--- src/rtl/rs_syndrome_stream_pkg.sv ---
// Shared GF(2^M) helpers for the streaming RS syndrome front end.
// Field arithmetic is generic in M/PRIM; the functions run at elaboration time or unroll into XOR trees.
`timescale 1ns/1ps
package rs_syndrome_stream_pkg;

    localparam int unsigned GF_MAX_M = 16;

    typedef logic [GF_MAX_M-1:0] gf_elem_t;

    // Shift-and-reduce multiply, MSB of b first; only the low m bits are meaningful.
    function automatic gf_elem_t gf_mul(input gf_elem_t a, input gf_elem_t b,
                                        input int unsigned m, input int unsigned prim);
        gf_elem_t r;
        gf_elem_t p;
        p = gf_elem_t'(prim);
        r = '0;
        for (int unsigned k = 0; k < GF_MAX_M; k++) begin
            if ((GF_MAX_M - 1 - k) < m) begin
                r = r << 1;
                if (r[m]) r = r ^ p;
                if (b[GF_MAX_M - 1 - k]) r = r ^ a;
            end
        end
        return r;
    endfunction

    function automatic gf_elem_t alpha_pow(input int unsigned e, input int unsigned m,
                                           input int unsigned prim);
        gf_elem_t r;
        int unsigned order;
        int unsigned ee;
        order = (32'd1 << m) - 32'd1;
        ee = e % order;
        r = gf_elem_t'(1);
        for (int unsigned k = 0; k < ee; k++) begin
            r = gf_mul(r, gf_elem_t'(2), m, prim);
        end
        return r;
    endfunction

endpackage

--- src/rtl/rs_syndrome_stream_gf_const_mul.sv ---
// Combinational multiply by a fixed GF(2^M) element; each input bit selects one precomputed column.
`timescale 1ns/1ps
module rs_syndrome_stream_gf_const_mul
    import rs_syndrome_stream_pkg::*;
#(
    parameter int unsigned M     = 3,
    parameter int unsigned PRIM  = 'hB,
    parameter int unsigned CONST = 1
) (
    input  logic [M-1:0] a,
    output logic [M-1:0] y
);

    always_comb begin
        y = '0;
        for (int unsigned i = 0; i < M; i++) begin
            if (a[i]) y = y ^ M'(gf_mul(gf_elem_t'(CONST), gf_elem_t'(1) << i, M, PRIM));
        end
    end

endmodule

--- src/rtl/rs_syndrome_stream.sv ---
// Streaming RS(N,N-2T) syndrome generator: Horner accumulation per syndrome, one symbol per cycle,
// with a double-buffered output register so consecutive codewords run at full rate.
`timescale 1ns/1ps
module rs_syndrome_stream
    import rs_syndrome_stream_pkg::*;
#(
    parameter int unsigned M    = 3,
    parameter int unsigned N    = 7,
    parameter int unsigned T    = 2,
    parameter int unsigned PRIM = 'hB,
    parameter int unsigned FCR  = 1
) (
    input  logic             clk,
    input  logic             reset,
    input  logic             enable,
    input  logic             in_valid,
    output logic             in_ready,
    input  logic [M-1:0]     in_sym,
    input  logic             in_last,
    output logic             out_valid,
    input  logic             out_ready,
    output logic [2*T*M-1:0] syn_out,
    output logic             syn_zero,
    output logic             frame_err
);

    localparam int unsigned NS = 2 * T;
    localparam int unsigned CW = (N > 1) ? $clog2(N) : 1;

    logic [CW-1:0]     sym_cnt;
    logic [M-1:0]      acc  [NS];
    logic [M-1:0]      prod [NS];
    logic [NS*M-1:0]   nxt_vec;
    logic              err_acc;
    logic              first;
    logic              last;
    logic              accept;
    logic              word_err;

    for (genvar j = 0; j < NS; j++) begin : g_root
        rs_syndrome_stream_gf_const_mul #(
            .M    (M),
            .PRIM (PRIM),
            .CONST(32'(alpha_pow(j + FCR, M, PRIM)))
        ) u_mul (
            .a(acc[j]),
            .y(prod[j])
        );
    end

    // Only the closing symbol waits for the output register; earlier symbols never touch it.
    always_comb begin
        first    = (sym_cnt == '0);
        last     = (sym_cnt == CW'(N - 1));
        in_ready = enable & ~(last & out_valid & ~out_ready);
        accept   = in_valid & in_ready;
        word_err = (first ? 1'b0 : err_acc) | (in_last != last);
        nxt_vec  = '0;
        for (int unsigned j = 0; j < NS; j++) begin
            nxt_vec[j*M +: M] = first ? in_sym : (prod[j] ^ in_sym);
        end
    end

    always_ff @(posedge clk) begin
        if (reset) begin
            sym_cnt   <= '0;
            err_acc   <= 1'b0;
            out_valid <= 1'b0;
            syn_out   <= '0;
            syn_zero  <= 1'b0;
            frame_err <= 1'b0;
            for (int unsigned j = 0; j < NS; j++) acc[j] <= '0;
        end else begin
            if (accept) begin
                sym_cnt <= last ? '0 : sym_cnt + CW'(1);
                err_acc <= word_err;
                for (int unsigned j = 0; j < NS; j++) acc[j] <= nxt_vec[j*M +: M];
            end
            // A closing load takes priority over the drain so back-to-back words leave no bubble.
            if (accept && last) begin
                out_valid <= 1'b1;
                syn_out   <= nxt_vec;
                syn_zero  <= ~|nxt_vec;
                frame_err <= word_err;
            end else if (out_valid && out_ready) begin
                out_valid <= 1'b0;
            end
        end
    end

endmodule

--- config.mk ---
export PLATFORM = sky130hd
export DESIGN_NAME = rs_syndrome_stream
export DESIGN_NICKNAME = d
export VERILOG_FILES = /design/src/rtl/rs_syndrome_stream_pkg.sv /design/src/rtl/rs_syndrome_stream_gf_const_mul.sv /design/src/rtl/rs_syndrome_stream.sv
export SDC_FILE = /design/constraint.sdc
export NUM_CORES = 1
export LEC_CHECK = 0
export CORE_MARGIN = 2
export CORE_UTILIZATION = 40
export DETAILED_ROUTE_END_ITERATION = 10
export SLEW_MARGIN = 20
export SYNTH_ARGS = -nofsm -noshare
export SYNTH_HDL_FRONTEND = slang
export SYNTH_SLANG_ARGS = --single-unit
--- constraint.sdc ---
create_clock -name clk -period 4.64 [get_ports clk]
set_input_delay 0.464 -clock clk [delete_from_list [all_inputs] [get_ports clk]]
set_output_delay 0.464 -clock clk [all_outputs]
set_load 0.01 [all_outputs]
Word level (Yosys, flattened, before mapping):

Memories as Yosys holds them, arrays and structs flattened.
Cells that the tools add are included.

* $add $sub $neg: 1
* bitwise logic cells: 55
* equality and inequality tests: 2
* muxes and demuxes: 93
* reductions and logical operators: 6

Operators by type and width (number)
* $mux W3: 61
* $not A2 Y2: 28
* $mux W2: 24
* $xor A3 B3 Y3: 12
* $reduce_or A12 Y1: 1
* $mux W1: 8
* $not A1 Y1: 6
* $or A1 B1 Y1: 5
* $and A1 B1 Y1: 4
* $add A3 B1 Y3 const B: 1
* $eq A3 B3 Y1 const B: 1
* $logic_not A3 Y1: 1
* $logic_and A1 B1 Y1: 2
* $reduce_bool A2 Y1: 1
* $logic_not A1 Y1: 1
* $ne A1 B1 Y1: 1

* memories: 1
* RAM bits: 12
* word-level logic and storage cells: 164
* output and inout port bits: 16
* register bits: 19

Memory list
* acc: depth 4, bits a word 3, rd ports 4, clocked after Yosys merged registers in 0, wr ports 4, line rs_syndrome_stream.sv:31 `logic [M-1:0] acc [NS];`

Depth between registers and ports, before layout:

An unclocked memory read counts as a cell.

* word-level depth: 18
* mapped depth: 6
* mapped depth without buffers: 5

By module:

Synthesis repeated with hierarchy kept, for this count alone.

* cells, all modules: 178
* area, all modules: 1672.9 um^2

By module, submodules not included
* rs_syndrome_stream: area an instance 1541.5 um^2, times used 1, cells each 166, sequential area each 740.7 um^2
* rs_syndrome_stream_gf_const_mul at g_root[2].u_mul ...: area an instance 41.3 um^2, times used 2, cells each 3, sequential area each 0.0 um^2
* rs_syndrome_stream_gf_const_mul at g_root[1].u_mul: area an instance 25.0 um^2, times used 1, cells each 3, sequential area each 0.0 um^2
* rs_syndrome_stream_gf_const_mul at g_root[0].u_mul: area an instance 23.8 um^2, times used 1, cells each 3, sequential area each 0.0 um^2

Worst setup path after synthesis:

Ideal clock, no wire load.

* path type: reg2reg
* start: register sym_cnt[0]
* end: memory acc[2][1], data pin
* slack: 2.896 ns
* stages on the path, launching flop included: 7
* setup time: 0.260 ns
* data arrival time: 1.484 ns
* path through: dfxtp_1 > nand3b_1 > o31a_1 > nand2_1 > or2_1 > buf_2 > nor2_1

RTL lines
* start: declaration: line rs_syndrome_stream.sv:30 `logic [CW-1:0] sym_cnt;`
* start signal: assignment: line rs_syndrome_stream.sv:75 `sym_cnt <= last ? '0 : sym_cnt + CW'(1);`
* end: declaration: line rs_syndrome_stream.sv:31

Final worst setup path:

* start: register sym_cnt[2]
* end: output in_ready

* cells in the longest elaborated chain, start to end: 5

Ends and longest elaborated chain
* $eq A3 B3 Y1: line rs_syndrome_stream.sv:54 `last = (sym_cnt == CW'(N - 1));`
* $and A1 B1 Y1 (2 in a row): line rs_syndrome_stream.sv:55 `in_ready = enable & ~(last & out_valid & ~out_ready);`
* $not A1 Y1: line rs_syndrome_stream.sv:55
* $and A1 B1 Y1: line rs_syndrome_stream.sv:55
* end: declaration: line rs_syndrome_stream.sv:17 `output logic in_ready,`

Every way passes these cells.

==> reports/results.md <==
* largest net degree at the start of global routing: 29
* buffer and inverter count on the worst path: 1
* number of core rows: 22
* Final Cycle Share: 47.3%
* number of synthesized flops with an enable pin: 12
* Buffers on Ports: 24
* total routing usage reported by global routing: 16.4%
* largest fanout of any net on the critical path: 7
* count of state elements after synthesis: 31
* commonest cells in the netlist: sky130_fd_sc_hd__nor2_1 (38), sky130_fd_sc_hd__dfxtp_1 (19), sky130_fd_sc_hd__xnor2_1 (17)
* storage element area: 741 sq um
* worst-case hold slack: 0.469 ns
* setup total negative slack: 0 ns
* delay contributed by the slowest stage of the critical path: 0.48 ns
* via count of the first global-routing pass: 1154
* number of synthesis warnings: 0
* Clock Pin Slew Worst Setup and Hold Paths: 0.06 ns
* P per Cell Area: 315 mW/mm^2
* Post-CTS Hold Buffers: 0
* width of the die: 65.3 um
* most instantiated flip-flop cell in the synthesis netlist: sky130_fd_sc_hd__dfxtp_1
* WL final: 2990 um
* max capacitance violation total: 0
* largest area contributor in the synthesized netlist: sky130_fd_sc_hd__dfxtp_1
* kind of start point of the critical path: flip-flop
* overall overflow remaining after global route: 0
* Die Height: 65.3 um
* clock buffer depth: 2
* proportion of register bits with asynchronous set or reset after synthesis: 0%
* IR drop worst, VDD: 0.170 mV
* Final Max Tran Viols: 0
* gp weighted congestion: 0.772
* netlist area before placement: 0.00150 sq mm
* post-route design area: 0.00185 sq mm
* # DRC: 0
* Area Overhead vs Synth: 23.2%
* cell count after synthesis: 155
* Post-Syn Nets: 164
* first-pass GRT wire length: 5260 um
* CTS tree: done
* cell area reported after detailed placement: 0.00177 sq mm
* number of antenna violations at the first check in global routing: 0
* Initial Util: 41.4%
* critical path's top delay family: buffers and inverters
* outcome: complete, no violations
* footprint of the multi-input gates: 717 sq um
* Die Area: 0.00427 sq mm
* Slew HR: 37.3%
* count of cells resized by post-cts repair: 0
* average footprint of a synthesized cell: 9.70 sq um
* area share of the leading cell type in the synthesized netlist: 25.3%
* top post-synthesis cells by area: sky130_fd_sc_hd__dfxtp_1 (25%), sky130_fd_sc_hd__edfxtp_1 (24%), sky130_fd_sc_hd__xnor2_1 (9.9%)
* shortest period the worst path allows: 2.20 ns
* Hold WC Path Type: reg -> reg
* category of the worst setup path capture point: primary output
* WS Path Type: reg -> out
* count of boundary I/O pins: 25
* actual transition at the worst max-transition pin: 0.937 ns
* drt initial violations: 38
* placeable core area: 0.00363 sq mm
* fraction of layout instances using a drive strength above 1: 5.65%
* total design power: 0.000584 W
* number of optimization iterations in the first detailed-route pass: 4
* number of diodes added for antenna fixing: 0
* fraction of the yosys area taken by sequential cells: 49.3%
* via total after detailed routing: 1170
* post-CTS setup repair buffer count: 0
* highest attainable clock frequency: 456 MHz
* CTS H-tree lvls: 2
* leakage power of the design: 0.600 nW
* setup repair after global routing missed its margin: no
* number of nets with antenna violations after detailed routing: 0
* ordered list of cells on the worst path: nand3b_1 > o31a_1 > clkdlybuf4s50_1
* library cell used as clock root buffer: sky130_fd_sc_hd__clkbuf_8
* number of fill cells: 368
* total clock buffers created by CTS: 5
* library cell with the highest instance count after synthesis: sky130_fd_sc_hd__nor2_1
* insertion delay of the later-clocked pin in the worst-skew pair: 0.28 ns
* Data arrival, critical path: 1.73 ns
* cell at the slowest stage of the critical path: sky130_fd_sc_hd__clkdlybuf4s50_1
* clock skew: 0.00373 ns
* per-cell via count in the routed design: 5.20
* Hold Fails Final Rpt: 0
* number of setup violations in the final report: 0
* CTS Sinks: 31
* data required time of the critical path: 4.18 ns
* count of distinct cell types in the synthesized netlist: 33
* Post-DP HPWL: 2200 um
* number of nets at the end of the flow: 186
* wire per inst: 13.3 um
-- stage by stage --
| stage | instances | setup WS, ns | util [%] |
|---|---|---|---|
| 6_report | 225 | 2.44 | 51.0 |
| 5_1_grt | 225 | 2.33 | 51.0 |
| 4_1_cts | 225 | 2.42 | 51.0 |
| 3_5_place_dp | 218 | 2.30 | 48.6 |
| 3_3_place_gp | 218 | 2.33 | 48.6 |
| 2_1_floorplan | 155 | 2.90 | - |
-- area by class of cell --
type | instances | share of cell area [%]
sequential | 31 | 40.0
timing repair buffer | 24 | 13.0
clock inverter | 1 | 0.270
inverter | 2 | 0.405
tap | 48 | 3.24
clock buffer | 6 | 4.46
multi-input combinational | 113 | 38.7
-- state kept, by name, indices dropped and copies added (netlist names) --
signal,count
acc,12
err_acc,1
frame_err,1
out_valid,1
sym_cnt,3
syn_out,12
syn_zero,1
-- path summary, 6_finish.rpt --
kind,start,to,slack (ns),depth (start not counted)
setup reg to reg,sym_cnt[0],syn_zero,2.69,5
setup / recovery,sym_cnt[2],in_ready,2.44,3
hold / removal,err_acc,err_acc,0.47,2
hold reg to reg,err_acc,err_acc,0.47,2
-- logic make-up (layout without fill, tap and decap cells) --
logic type,after synthesis,after routing,share of synthesized area [%]
XOR/XNOR,22,22,14.6
AND/OR/NAND/NOR,61,61,19.3
AO/OA/AOI/OAI,29,29,13.1
buffers and inverters,11,33,3.08
multiplexers,1,1,0.666
flip-flops,31,31,49.3
-- routing by layer --
metal	track usage (%)	part of all wire, %
met3	5.31	3.6
met4	6.25	1.6
met1	18.8	44
met5	0	0
met2	28.4	51
-- cells in the final DEF, fill, tap and decap left out, drive strengths merged, types with 3 or more instances in the layout --
| master | count |
|---|---|
| edfxtp | 12 |
| o21ai | 4 |
| nor2 | 38 |
| nand2 | 8 |
| xnor2 | 17 |
| xor2 | 3 |
| clkbuf | 6 |
| a21oi | 7 |
| dfxtp | 19 |
| clkdlybuf4s50 | 24 |
| a211oi | 14 |
-- power by group --
part	internal [W]	leakage (nW)	switching, W
logic	0.0000331	0.272	0.0000423
registers	0.000293	0.281	0.00000763
clock network	0.000116	0.0470	0.0000925
-- worst register-to-register path: stages (launching register included) --
cell,delay [ns]
sky130_fd_sc_hd__dfxtp_1,0.35
sky130_fd_sc_hd__nor3_2,0.68
sky130_fd_sc_hd__nor2_1,0.14
sky130_fd_sc_hd__xnor2_1,0.35
sky130_fd_sc_hd__o2111ai_1,0.19
sky130_fd_sc_hd__o21ai_1,0.16
(Power assumes the default switching activity.)
==> variant (same settings) <==
Register the output `frame_err` once more, cleared by the reset; this adds one clock of latency there. The other outputs are not delayed to match.
--- a/src/rtl/rs_syndrome_stream.sv
+++ b/src/rtl/rs_syndrome_stream.sv
@@ -26,6 +26,8 @@
 
     localparam int unsigned NS = 2 * T;
     localparam int unsigned CW = (N > 1) ? $clog2(N) : 1;
+
+    logic frame_err_s0;
 
     logic [CW-1:0]     sym_cnt;
     logic [M-1:0]      acc  [NS];
@@ -68,7 +70,7 @@
             out_valid <= 1'b0;
             syn_out   <= '0;
             syn_zero  <= 1'b0;
-            frame_err <= 1'b0;
+            frame_err_s0 <= 1'b0;
             for (int unsigned j = 0; j < NS; j++) acc[j] <= '0;
         end else begin
             if (accept) begin
@@ -81,12 +83,20 @@
                 out_valid <= 1'b1;
                 syn_out   <= nxt_vec;
                 syn_zero  <= ~|nxt_vec;
-                frame_err <= word_err;
+                frame_err_s0 <= word_err;
             end else if (out_valid && out_ready) begin
                 out_valid <= 1'b0;
             end
         end
     end
 
+    always_ff @(posedge clk) begin
+        if (reset) begin
+            frame_err <= '0;
+        end else begin
+            frame_err <= frame_err_s0;
+        end
+    end
+
 endmodule
 
Check against the original RTL: not equivalent (a bounded check fails within 10 cycles, from zero or initial values and one cycle with reset high).
==> variant against the unedited design <==
- worst hold slack lost 0.0044 ns
- sequential cell count grew 1
- power grew 1.2%
- worst setup slack lost 0.091 ns
- first-iteration DRC count grew 2.6%
- cell area grew 4.0%
- routed wire length grew 11%
- synthesized area grew 4.9%
- critical endpoint is now syn_zero$_SDFFE_PP0P_
- largest cell class is now multi-input combinational cells
==> variant: results (changes against the unedited design) <==
dr_wl_met3_um: 171  # +57%
synth-edff-count: 12  # unchanged
insertion_delay_ns: 0.28  # about the same
wl_met1_mm: 1.58  # +20%
hold_path_class: "reg -> reg"
grt_use_total_pct: 17.6  # +1.2 points
ys.flop_type: "dfxtp_1"
p_leak_uw: 0.000616  # +2.6%
clk_path_buf_depth: 2  # unchanged
crit_fanout: 16  # +9
fin_nets: 198  # +6.5%
post_cts_buffers: 0  # unchanged
cts_resized: 0  # unchanged
vias_per_cell: 5.35  # +2.9%
synth_common_cells: "nor2_1, dfxtp_1, a211oi_1, edfxtp_1, xnor2_1"
wl_met2_mm: 1.53  # +0.73%
numPortBuffers: 24  # unchanged
synthTopCellsByArea: "dfxtp_1, edfxtp_1, nor2_1"
skew_ns: 0.00391  # +0.000173 ns
htree_levels: 2  # unchanged
drt_iter0_drc: 39  # +2.6%
slew_headroom_pct: 44.0  # +6.7 points
synthArstFlopShare_pct: 0  # unchanged
synth_top_area_share_pct: 25.4  # +0.086 points
status: "completed"
yosys_warnings: 0  # unchanged
gp_congestion: 0.804  # +4.2%
largest_registers: "acc x12, syn_out x12, sym_cnt x3"
synth_fp_nets: 177  # +7.9%
fill_cells: 362  # -1.6%
n_antenna_cell: 0  # unchanged
cts_buffers: 5  # unchanged
synth_cell_types: 31  # -6.1%
grt_pass1_vias: 1209  # +4.8%
antenna_found_initial: 0  # unchanged
drc: 0  # unchanged
top_layer_used: "met4"
ys_seq_area_share_pct: 48.2  # -1.0 points
ir_worst_vdd_v: 0.000191  # +12%
wl_mm: 3.32  # +11%
dr.pass1.iters: 4  # unchanged
place_area_um2: 1840  # +4.2%
setup_viol: 0  # unchanged
clockRootBuffer: "clkbuf_8"
grt_max_degree: 29  # unchanged
post-dp-hpwl_mm: 2.38  # +8.4%
drive_gt1_share_pct: 6.32  # +0.67 points
grt_pass1_wl_mm: 5.71  # +8.5%
clk_pin_slew_worst_paths_ns: 0.07
variant: cell types whose count changed in the layout (fill, tap and decap cells not counted), moves of 3 or more:
cell,delta
and2_1,+5
o32a_1,+3
xor2_1,+3
nand4b_1,+3
nand2b_1,+4
or3_1,+5
nor2_1,-6
xnor2_1,-6
o21ai_0,+5
variant: final timing paths:
kind	from	end	slack, ns	cells past startpoint
setup / recovery	sym_cnt[0]$_SDFFE_PP0P_	syn_zero$_SDFFE_PP0P_	2.35	5
hold / removal	frame_err_s0$_SDFFE_PP0P_	frame_err$_SDFF_PP0_	0.46	1
setup reg to reg	sym_cnt[0]$_SDFFE_PP0P_	syn_zero$_SDFFE_PP0P_	2.35	5
hold reg to reg	frame_err_s0$_SDFFE_PP0P_	frame_err$_SDFF_PP0_	0.46	1
variant: logic make-up (layout without fill, tap and decap cells):
logic type / Yosys count / after routing / share of synthesized area (%)
compound gates: 33 / 33 / 14.9
flops: 32 / 32 / 48.2
buf+inv: 13 / 35 / 3.41
mux: 2 / 2 / 1.27
simple gates: 71 / 71 / 22.8
xor+xnor: 17 / 17 / 9.44
variant: final cells by class:
type	instances	area, um^2	area share (%)
multi-input cells	123	763	39.6
flip-flops and latches	32	761	39.5
repair buffers	25	248	12.9
clock buffers	5	68.8	3.57
well taps	48	60.1	3.12
clock inverters	3	18.8	0.974
inverters	2	7.51	0.390
variant: routing by layer:
| metal | track usage [%] | vias to the layer above |
|---|---|---|
| li1 | - | 634 |
| met1 | 21.4 | 610 |
| met2 | 28.6 | 26 |
| met3 | 5.91 | 4 |
| met4 | 6.89 | 0 |
| met5 | 0 | - |
variant: where the power goes:
group | internal (uW) | total [uW] | switching (uW)
registers | 300 | 308 | 7.97
clock network | 104 | 211 | 107
logic | 30.7 | 71.2 | 40.5
total | 435 | 591 | 156
variant: stage by stage:
| stage | cells | total power, uW | util [%] | worst slack [ns] | hold WS [ns] |
|---|---|---|---|---|---|
| after floorplan | 168 | 364 | - | 2.75 | 0.437 |
| after global placement | 230 | 384 | 49.5 | 2.17 | 0.461 |
| after detailed placement | 230 | 386 | 49.5 | 2.11 | 0.458 |
| after CTS | 238 | 596 | 51.9 | 2.35 | 0.469 |
| after global routing | 238 | 619 | 51.9 | 2.09 | 0.501 |
| final | 238 | 591 | 51.9 | 2.35 | 0.465 |
variant: critical path, cell delays in order, from the launching register on:
cell and delay, ns:
dfxtp_1 0.39, nor3_2 0.72, or3_1 0.22, nand4b_1 0.09, or4_1 0.52, o32ai_2 0.26
